## config.mk

```make
export PLATFORM = sky130hd
export DESIGN_NAME = pipeline_ctrl_flat
export DESIGN_NICKNAME = d
export VERILOG_FILES = /design/src/rtl/pipeline_ctrl_pkg.sv /design/src/rtl/pipeline_ctrl_if.sv /design/src/rtl/pipeline_ctrl_sat_counter.sv /design/src/rtl/pipeline_ctrl.sv /design/src/flat_wrapper.sv
export SDC_FILE = /design/constraint.sdc
export NUM_CORES = 1
export LEC_CHECK = 0
export ABC_AREA = 1
export CAP_MARGIN = 40
export CORE_UTILIZATION = 54
export CTS_CLUSTER_DIAMETER = 50
export CTS_CLUSTER_SIZE = 28
export DETAILED_ROUTE_END_ITERATION = 10
export HOLD_SLACK_MARGIN = 0.02
export PLACE_DENSITY = 0.86
export SYNTH_ARGS = -nofsm -noshare
export SYNTH_HDL_FRONTEND = slang
export SYNTH_SLANG_ARGS = --single-unit
export TNS_END_PERCENT = 10
```

## constraint.sdc

```tcl
create_clock -name clk -period 5.38 [get_ports clk]
set_clock_uncertainty 0.2 [all_clocks]
set_input_delay 1.076 -clock clk [delete_from_list [all_inputs] [get_ports clk]]
set_output_delay 1.076 -clock clk [all_outputs]
set_load 0.01 [all_outputs]
```

## src/rtl/pipeline_ctrl_pkg.sv

```systemverilog
// Shared definitions for the RV32I pipeline sequencer.
//   state_e   : controller FSM encoding (also exported on the debug state port)
//   NOP_INSTR : the bubble word the datapath loads when a register is flushed
package pipeline_ctrl_pkg;

  typedef enum logic [1:0] {
    ST_RUN      = 2'd0,
    ST_MEM_WAIT = 2'd1,
    ST_ERROR    = 2'd2
  } state_e;

  // addi x0, x0, 0
  localparam logic [31:0] NOP_INSTR = 32'h0000_0013;

  // A source register creates a load-use dependency only when it is
  // actually read and names the destination of the load in E.
  function automatic logic src_hit(input logic use_src, input logic match);
    return use_src & match;
  endfunction

endpackage

```

## src/rtl/pipeline_ctrl_if.sv

```systemverilog
// Hazard inputs from the datapath and enable/flush outputs to the five
// pipeline registers (PC, F/D, D/E, E/M, M/W).
//   master : datapath side (drives hazard info, receives en/flush)
//   slave  : controller side
interface pipeline_ctrl_if #(
  parameter int REG_AW = 5
) ();
  logic [REG_AW-1:0] id_rs1;
  logic [REG_AW-1:0] id_rs2;
  logic              id_use_rs1;
  logic              id_use_rs2;
  logic [REG_AW-1:0] ex_rd;
  logic              ex_is_load;
  logic              ex_pc_src;
  logic              mem_req;
  logic              mem_ready;

  logic en_pc, en_fd, en_de, en_em, en_mw;
  logic flush_fd, flush_de, flush_em, flush_mw;

  modport master (
    output id_rs1, id_rs2, id_use_rs1, id_use_rs2, ex_rd, ex_is_load,
           ex_pc_src, mem_req, mem_ready,
    input  en_pc, en_fd, en_de, en_em, en_mw,
           flush_fd, flush_de, flush_em, flush_mw
  );

  modport slave (
    input  id_rs1, id_rs2, id_use_rs1, id_use_rs2, ex_rd, ex_is_load,
           ex_pc_src, mem_req, mem_ready,
    output en_pc, en_fd, en_de, en_em, en_mw,
           flush_fd, flush_de, flush_em, flush_mw
  );
endinterface

```

## src/rtl/pipeline_ctrl_sat_counter.sv

```systemverilog
// Saturating up-counter with synchronous clear.
//   clk, reset : clock, synchronous active-high reset (q -> 0)
//   clr        : synchronous clear (q -> 0), below reset in priority
//   inc        : count up by one; holds at all-ones instead of wrapping
//   q          : current count
module sat_counter #(
  parameter int W = 8
) (
  input  logic         clk,
  input  logic         reset,
  input  logic         clr,
  input  logic         inc,
  output logic [W-1:0] q
);

  logic [W-1:0] r_q;

  always_ff @(posedge clk) begin
    if (reset) begin
      r_q <= '0;
    end else if (clr) begin
      r_q <= '0;
    end else if (inc && (r_q != '1)) begin
      r_q <= r_q + 1'b1;
    end
  end

  assign q = r_q;

endmodule

```

## src/rtl/pipeline_ctrl.sv

```systemverilog
// Enable/flush sequencer for the 5-stage RV32I pipeline.
// Resolves load-use stalls, taken branch/jump flushes and data-memory waits,
// with a watchdog that parks the core in ERROR if memory never answers.
//   clk, reset   : single clock, synchronous active-high reset
//   bus          : hazard inputs / register en+flush outputs (slave modport)
//   mem_err      : sticky watchdog error (high while in ERROR)
//   state        : FSM state, debug only
//   stall_cycles : saturating count of cycles with en_pc low
// en/flush are combinational from state and inputs; FSM and counters are
// registered.
module pipeline_ctrl
  import pipeline_ctrl_pkg::*;
#(
  parameter int REG_AW      = 5,
  parameter int MEM_TIMEOUT = 255,
  parameter int TO_W        = 8,
  parameter int CNT_W       = 32
) (
  input  logic             clk,
  input  logic             reset,
  pipeline_ctrl_if.slave   bus,
  output logic             mem_err,
  output logic [1:0]       state,
  output logic [CNT_W-1:0] stall_cycles
);

  localparam logic [TO_W-1:0] TO_LAST = TO_W'(MEM_TIMEOUT - 1);

  state_e r_state;
  state_e w_next;

  logic [REG_AW-1:0] w_rs1, w_rs2, w_rd;
  logic              w_lu, w_mw;
  logic [4:0]        w_en;     // {pc, fd, de, em, mw}
  logic [3:0]        w_flush;  // {fd, de, em, mw}
  logic [TO_W-1:0]   w_to_cnt;
  logic              w_to_clr, w_to_inc;

  assign w_rs1 = bus.id_rs1;
  assign w_rs2 = bus.id_rs2;
  assign w_rd  = bus.ex_rd;

  // x0 is never a real destination, so a load to x0 cannot cause a hazard.
  assign w_lu = bus.ex_is_load && (w_rd != '0) &&
                (src_hit(bus.id_use_rs1, w_rs1 == w_rd) ||
                 src_hit(bus.id_use_rs2, w_rs2 == w_rd));

  // In MEM_WAIT a dropped mem_req is treated as completion, which is what
  // this expression yields naturally.
  assign w_mw = bus.mem_req && !bus.mem_ready;

  always_ff @(posedge clk) begin
    if (reset) begin
      r_state <= ST_RUN;
    end else begin
      r_state <= w_next;
    end
  end

  always_comb begin
    w_next  = r_state;
    w_en    = 5'b11111;
    w_flush = 4'b0000;

    unique case (r_state)
      ST_RUN, ST_MEM_WAIT: begin
        if (w_mw) begin
          // Freeze everything up to E/M and bubble into M/W; branch and
          // load-use are re-evaluated once memory releases.
          w_en    = 5'b00001;
          w_flush = 4'b0001;
          if (r_state == ST_RUN) begin
            w_next = ST_MEM_WAIT;
          end else if (w_to_cnt == TO_LAST) begin
            w_next = ST_ERROR;
          end
        end else begin
          w_next = ST_RUN;
          if (bus.ex_pc_src) begin
            w_flush = 4'b1100;
          end else if (w_lu) begin
            w_en    = 5'b00111;
            w_flush = 4'b0100;
          end
        end
      end
      ST_ERROR: begin
        w_en    = 5'b00000;
        w_flush = 4'b1111;
      end
      default: begin
        w_next = ST_RUN;
      end
    endcase

    if (reset) begin
      w_en    = 5'b00000;
      w_flush = 4'b1111;
    end
  end

  assign {bus.en_pc, bus.en_fd, bus.en_de, bus.en_em, bus.en_mw} = w_en;
  assign {bus.flush_fd, bus.flush_de, bus.flush_em, bus.flush_mw} = w_flush;

  // Watchdog counts only consecutive non-ready MEM_WAIT cycles.
  assign w_to_inc = (r_state == ST_MEM_WAIT) && w_mw;
  assign w_to_clr = !w_to_inc;

  sat_counter #(.W(TO_W)) u_timeout (
    .clk  (clk),
    .reset(reset),
    .clr  (w_to_clr),
    .inc  (w_to_inc),
    .q    (w_to_cnt)
  );

  sat_counter #(.W(CNT_W)) u_stall (
    .clk  (clk),
    .reset(reset),
    .clr  (1'b0),
    .inc  (!w_en[4]),
    .q    (stall_cycles)
  );

  assign mem_err = (r_state == ST_ERROR);
  assign state   = r_state;

endmodule

```

## src/flat_wrapper.sv

```systemverilog
// flat-port wrapper written by rule: the top's interface ports become plain ports
module pipeline_ctrl_flat import pipeline_ctrl_pkg::*;
#(
  parameter int REG_AW      = 5,
  parameter int MEM_TIMEOUT = 255,
  parameter int TO_W        = 8,
  parameter int CNT_W       = 32
)
  (clk, reset, mem_err, state, stall_cycles, bus_id_rs1, bus_id_rs2, bus_id_use_rs1, bus_id_use_rs2, bus_ex_rd, bus_ex_is_load, bus_ex_pc_src, bus_mem_req, bus_mem_ready, bus_en_pc, bus_en_fd, bus_en_de, bus_en_em, bus_en_mw, bus_flush_fd, bus_flush_de, bus_flush_em, bus_flush_mw);
  pipeline_ctrl_if #(.REG_AW(REG_AW)) bus_i ();
  input  logic clk;
  input  logic reset;
  output logic mem_err;
  output logic [1:0] state;
  output logic [CNT_W-1:0] stall_cycles;
  input wire logic [$bits(bus_i.id_rs1)-1:0] bus_id_rs1;
  input wire logic [$bits(bus_i.id_rs2)-1:0] bus_id_rs2;
  input wire logic [$bits(bus_i.id_use_rs1)-1:0] bus_id_use_rs1;
  input wire logic [$bits(bus_i.id_use_rs2)-1:0] bus_id_use_rs2;
  input wire logic [$bits(bus_i.ex_rd)-1:0] bus_ex_rd;
  input wire logic [$bits(bus_i.ex_is_load)-1:0] bus_ex_is_load;
  input wire logic [$bits(bus_i.ex_pc_src)-1:0] bus_ex_pc_src;
  input wire logic [$bits(bus_i.mem_req)-1:0] bus_mem_req;
  input wire logic [$bits(bus_i.mem_ready)-1:0] bus_mem_ready;
  output wire logic [$bits(bus_i.en_pc)-1:0] bus_en_pc;
  output wire logic [$bits(bus_i.en_fd)-1:0] bus_en_fd;
  output wire logic [$bits(bus_i.en_de)-1:0] bus_en_de;
  output wire logic [$bits(bus_i.en_em)-1:0] bus_en_em;
  output wire logic [$bits(bus_i.en_mw)-1:0] bus_en_mw;
  output wire logic [$bits(bus_i.flush_fd)-1:0] bus_flush_fd;
  output wire logic [$bits(bus_i.flush_de)-1:0] bus_flush_de;
  output wire logic [$bits(bus_i.flush_em)-1:0] bus_flush_em;
  output wire logic [$bits(bus_i.flush_mw)-1:0] bus_flush_mw;
  assign bus_i.id_rs1 = bus_id_rs1;
  assign bus_i.id_rs2 = bus_id_rs2;
  assign bus_i.id_use_rs1 = bus_id_use_rs1;
  assign bus_i.id_use_rs2 = bus_id_use_rs2;
  assign bus_i.ex_rd = bus_ex_rd;
  assign bus_i.ex_is_load = bus_ex_is_load;
  assign bus_i.ex_pc_src = bus_ex_pc_src;
  assign bus_i.mem_req = bus_mem_req;
  assign bus_i.mem_ready = bus_mem_ready;
  assign bus_en_pc = bus_i.en_pc;
  assign bus_en_fd = bus_i.en_fd;
  assign bus_en_de = bus_i.en_de;
  assign bus_en_em = bus_i.en_em;
  assign bus_en_mw = bus_i.en_mw;
  assign bus_flush_fd = bus_i.flush_fd;
  assign bus_flush_de = bus_i.flush_de;
  assign bus_flush_em = bus_i.flush_em;
  assign bus_flush_mw = bus_i.flush_mw;
  pipeline_ctrl #(.REG_AW(REG_AW), .MEM_TIMEOUT(MEM_TIMEOUT), .TO_W(TO_W), .CNT_W(CNT_W)) u_core (.clk(clk), .reset(reset), .bus(bus_i), .mem_err(mem_err), .state(state), .stall_cycles(stall_cycles));
endmodule
```

# Word-level counts from Yosys, hierarchy flattened
# Cells that the tools add are included.
# Widths: inputs -> output; s select.
[totals]
latchBits = 0
word_cells = 45
rom_bits = 0
output_inout_bits = 44
regBits = 42
mem_bits_rw = 0
n_memories = 0
[op_classes]
n_addsub = 2
div_mod_pow = 0
n_mux = 14
shift = 0
multipliers = 0
order_cmp = 0
reduce_logical = 14
eq_ne = 8
bitwise = 4
[ops]
columns = ["op", "n"]
rows = [
  ["$add 32x1->32 const B", 1],
  ["$ne 32x32->1 const B", 1],
  ["$mux 5", 4],
  ["$mux 4", 3],
  ["$eq 5x5->1", 2],
  ["$pmux 5 s2", 1],
  ["$add 8x1->8 const B", 1],
  ["$eq 8x8->1 const B", 1],
  ["$ne 8x8->1 const B", 1],
  ["$pmux 4 s2", 1],
  ["$logic_and 1x1->1", 6],
  ["$mux 2", 3],
  ["$reduce_bool 5->1", 1],
  ["$ne 4x4->1 const B", 1],
  ["$pmux 2 s2", 1],
  ["$reduce_or 2->1", 2],
  ["$mux 3", 1],
  ["$and 1x1->1", 2],
  ["$eq 2x1->1 const B", 1],
  ["$eq 2x2->1 const B", 1],
  ["$logic_not 1->1", 2],
  ["$logic_not 2->1", 1],
  ["$not 1->1", 2],
  ["$reduce_and 2->1", 1],
  ["$logic_or 1x1->1", 1],
]

# Longest topological paths before layout
[depth]
ltp_word = 11
depth_mapped = 12
mapped_depth_nobuf = 12

# By module
# A second synthesis with hierarchy kept.
[unflattened]
cells_unflattened = 493
area_unflattened_um2 = 3006.6
[modules_own_cells]
columns = ["module", "cells_per_inst", "seq_area_each_um2", "instances", "area_per_inst_um2"]
rows = [
  ["sat_counter at u_core.u_stall", 325, 640.6, 1, 2095.8],
  ["sat_counter at u_core.u_timeout", 73, 160.2, 1, 460.4],
  ["pipeline_ctrl", 95, 40.0, 1, 450.4],
]

# Least setup slack after synthesis
# Ideal clock, no wire load.
[synth_path]
path_kind = "input-to-output"
start = "input port reset"
end = "output port bus_en_pc"
t_arrival_ns = 2.463
n_path_buf = 3
cell_stages = 8
slack_ns = 1.641
path_cell_list = "clkbuf_1 -> nor2_1 -> inv_2 -> nor2_1 -> nand2_2 -> buf_2 -> inv_1 -> buf_4"
[synth_between]
elab_chain_cells = 1
[synth_rtl]
columns = ["item", "line_no", "text"]
rows = [
  ["from (decl)", "flat_wrapper.sv:12", "input logic reset;"],
  ["$mux 5", "pipeline_ctrl.sv:96", "if (reset) begin"],
  ["to (decl)", "flat_wrapper.sv:25", "output wire logic [$bits(bus_i.en_pc)-1:0] bus_en_pc;"],
]
# Every way passes these cells.

# Worst setup path in the final report
[layout_path]
start = "input port reset"
end = "output port bus_en_fd"
[layout_between]
elab_chain_cells = 1
[layout_rtl]
columns = ["item", "line_no", "text"]
rows = [
  ["$mux 5", "pipeline_ctrl.sv:96", ""],
  ["to (decl)", "flat_wrapper.sv:26", "output wire logic [$bits(bus_i.en_fd)-1:0] bus_en_fd;"],
]
# Every way passes these cells.

==> impl_metrics.py <==
metrics = {
    "power_and_ir_drop": {
        "combPwrFrac": 0.122,
        "sw_frac_of_total": 0.2707,
        "power.static_leakage_nw": 1.327,
        "finalPower_uw": 604.4,
        "p_int_uw": 440.7,
        "powerDensity_nw_per_um2": 167.6,
        "power_frac_seq": 0.524,
        "clock_power_share": 0.354,
        "p_sw_uw": 163.6,
        "peakVddDrop_uv": 150.0,
    },
    "synth": {
        "netlist_area_um2": 2846,
        "ys_warn_count": 0,
        "synth_seq_cells": 42,
        "avgSynthCellArea_um2": 6.018,
        "synth.distinct_cells": 28,
        "synth_top_family_by_area": "simple AND/OR/NAND/NOR gates",
        "yosys.area_share.simple": 0.4501,
        "synth_xor_area_frac": 0.05846,
        "synth_top_area_share": 0.2954,
        "synth_fa_ha_area_frac": 0.01319,
        "synth_nets": 499,
        "synth_top_cell_by_area": "dfxtp_1",
        "synth_cells": 473,
        "synth.area.mux_share": 0,
        "netlist_top_cells_area": "dfxtp_1, nand2_1, nand3_1",
        "ys_seq_area_frac": 0.2954,
        "synth_compound_area_frac": 0.08440,
    },
    "placed_design": {
        "io_buffers": 66,
        "gp_congestion": 0.9684,
        "place_ws_ns": 1.111,
        "hpwl_um": 5800,
    },
    "sta": {
        "relSlewSlack": 0.5320,
        "fmax_ghz": 0.2347,
        "maxSlewViolCount": 0,
        "worstMarginPinSlew_ns": 0.7012,
        "period_share": 0.7920,
        "hold_viol_final": 0,
        "final.setup.tns_ns": 0,
        "layout_setup_ws_ns": 1.119,
        "setup_violations": 0,
        "period_minus_slack_ns": 4.261,
        "rsz0062_at_grt": "no",
    },
    "route": {
        "via_per_inst": 5.299,
        "ant_nets": 0,
        "vias": 3195,
        "wl_per_cell_um": 12.63,
        "drc": 0,
        "first_pass_iters": 5,
        "drtIter0Drc": 266,
        "wl_um": 7615,
    },
    "floorplanning": {
        "core_area_um2": 5107,
        "rows": 26,
        "pin_count": 67,
        "dieArea_um2": 5566,
        "die_w_um": 74.61,
        "die-height_um": 74.61,
        "floorplan.initialDensity": 0.5573,
    },
    "critical_path": {
        "r2r_slack_ns": 2.01,
        "cp-start-kind": "primary input",
        "critPathMaxFanout": 33,
        "worst-setup-path-type": "in -> out",
        "cpPeakStageDelay_ns": 0.54,
        "worstPathRequired_ns": 4.10,
        "cpMaxStageDelayCell": "clkdlybuf4s50_1",
        "crit_chain": "clkdlybuf4s50_1 > buf_4 > nor2_1 > inv_2 > nor2_1 > nand2_2 > inv_1 > clkdlybuf4s50_1",
        "arrival_ns": 2.98,
        "end_kind": "output pin",
    },
    "clock_tree": {
        "clock_path_buffers": 2,
        "ctsHtreeMaxLevel": 2,
        "cts_resized": 0,
        "cts_tree": "done",
        "clock_sinks": 42,
        "cts_setup_buffers": 0,
        "clk_latency_ns": 0.31,
        "cts_root_buf": "clkbuf_8",
        "clk_pin_slew_ns": 0.09,
        "cts_hold_buf": 0,
        "cts_buffers": 5,
    },
    "finish": {
        "drive_above_1_share": 0.04690,
        "final_nets": 558,
        "area_growth_pct": 26.68,
        "diodes": 0,
        "most-common-layout-cells": "nand2_1, clkdlybuf4s50_1, nor2_1",
        "final_common_cell": "nand2_1",
        "fillers": 491,
    },
    "global_routing": {
        "grt_pass1_wl_um": 12390,
        "overflow": 0,
        "grt_antenna_before_repair": 0,
        "grtUsageTotal": 0.2894,
        "grt_max_degree": 35,
        "grt_pass1_vias": 2814,
    },
    "run": {
        "max_cap_viol_count": 0,
    },
    "outcome": {
        "status": "finished clean",
    },
    "hold_path": {
        "hp-class": "reg -> reg",
    },
}
==> worst max-delay path: cells and delay by family <==
family | cells | cell delay (ns)
and+or+nand+nor | 3 | 0.60
buffers and inverters | 5 | 1.31
==> logic make-up after synthesis <==
kind of cell / count (synthesis)
simple gates: 298
buf+inv: 65
compound gates: 46
flops: 42
xor+xnor: 19
fa+ha+maj: 3
==> through the flow <==
stage          instance area (µm²)  hold slack, ns  utilization  std cells
2_1_floorplan                 2846          0.2564            -        473
3_3_place_gp                  3513          0.2777       0.6879        595
3_5_place_dp                  3513          0.2887       0.6879        595
4_1_cts                       3606          0.3029       0.7060        603
5_1_grt                       3606          0.3277       0.7060        603
6_report                      3606          0.3037       0.7060        603
==> cells in the mapped netlist <==
cell / instances
nand3_1: 47
a21oi_2: 1
inv_1: 47
o211ai_1: 1
or2_2: 1
nand3b_1: 4
nand2_1: 157
xnor2_1: 6
buf_4: 2
buf_6: 3
o21ai_0: 6
nand3_2: 2
nor3_2: 3
xor2_1: 13
nand2_2: 3
nand4_1: 8
clkbuf_1: 6
inv_2: 2
nor4_1: 2
nor2_2: 1
nor3_1: 10
nor2_4: 1
ha_1: 3
buf_2: 5
dfxtp_1: 42
nor2_1: 59
a21oi_1: 37
a31o_2: 1
==> flip-flops by register name, indices dropped and copies added, names as in the netlist <==
register,count
u_core.u_stall.q,32
u_core.state,2
u_core.u_timeout.q,8
==> cell type report <==
cell class | count | area (µm²) | area share
multi-input cells | 366 | 1725 | 0.4785
clock inverters | 3 | 23.77 | 0.006593
clock buffers | 5 | 68.82 | 0.01908
repair buffers | 68 | 675.6 | 0.1874
well taps | 70 | 87.58 | 0.02429
inverters | 49 | 183.9 | 0.05101
flip-flops and latches | 42 | 840.8 | 0.2332
==> power groups by stage <==
stage	combinational, mW	sequential, mW	clock [mW]
after global routing	0.0807	0.317	0.230
after CTS	0.0736	0.316	0.216
after detailed placement	0.0736	0.324	0
final	0.0734	0.317	0.214
after floorplan	0.0390	0.323	0
after global placement	0.0706	0.324	0
==> routing by layer <==
layer,vias to the layer above,GRT usage,part of all wire
li1,1621,-,-
met4,0,0.07338,0.0089
met2,123,0.4915,0.49
met5,-,0,0
met3,10,0.06640,0.072
met1,1441,0.3692,0.43
==> worst paths after layout <==
| path | startpoint | endpoint | depth (start not counted) |
|---|---|---|---|
| setup / recovery | reset | bus_en_fd | 8 |
| hold / removal | u_core.u_timeout.q[5]$_SDFFE_PP0P_ | u_core.u_timeout.q[5]$_SDFFE_PP0P_ | 2 |
| setup reg to reg | u_core.u_stall.q[0]$_SDFFE_PP0P_ | u_core.u_stall.q[11]$_SDFFE_PP0P_ | 9 |
| hold reg to reg | u_core.u_timeout.q[5]$_SDFFE_PP0P_ | u_core.u_timeout.q[5]$_SDFFE_PP0P_ | 2 |
Power figures use the tool's default switching activity.
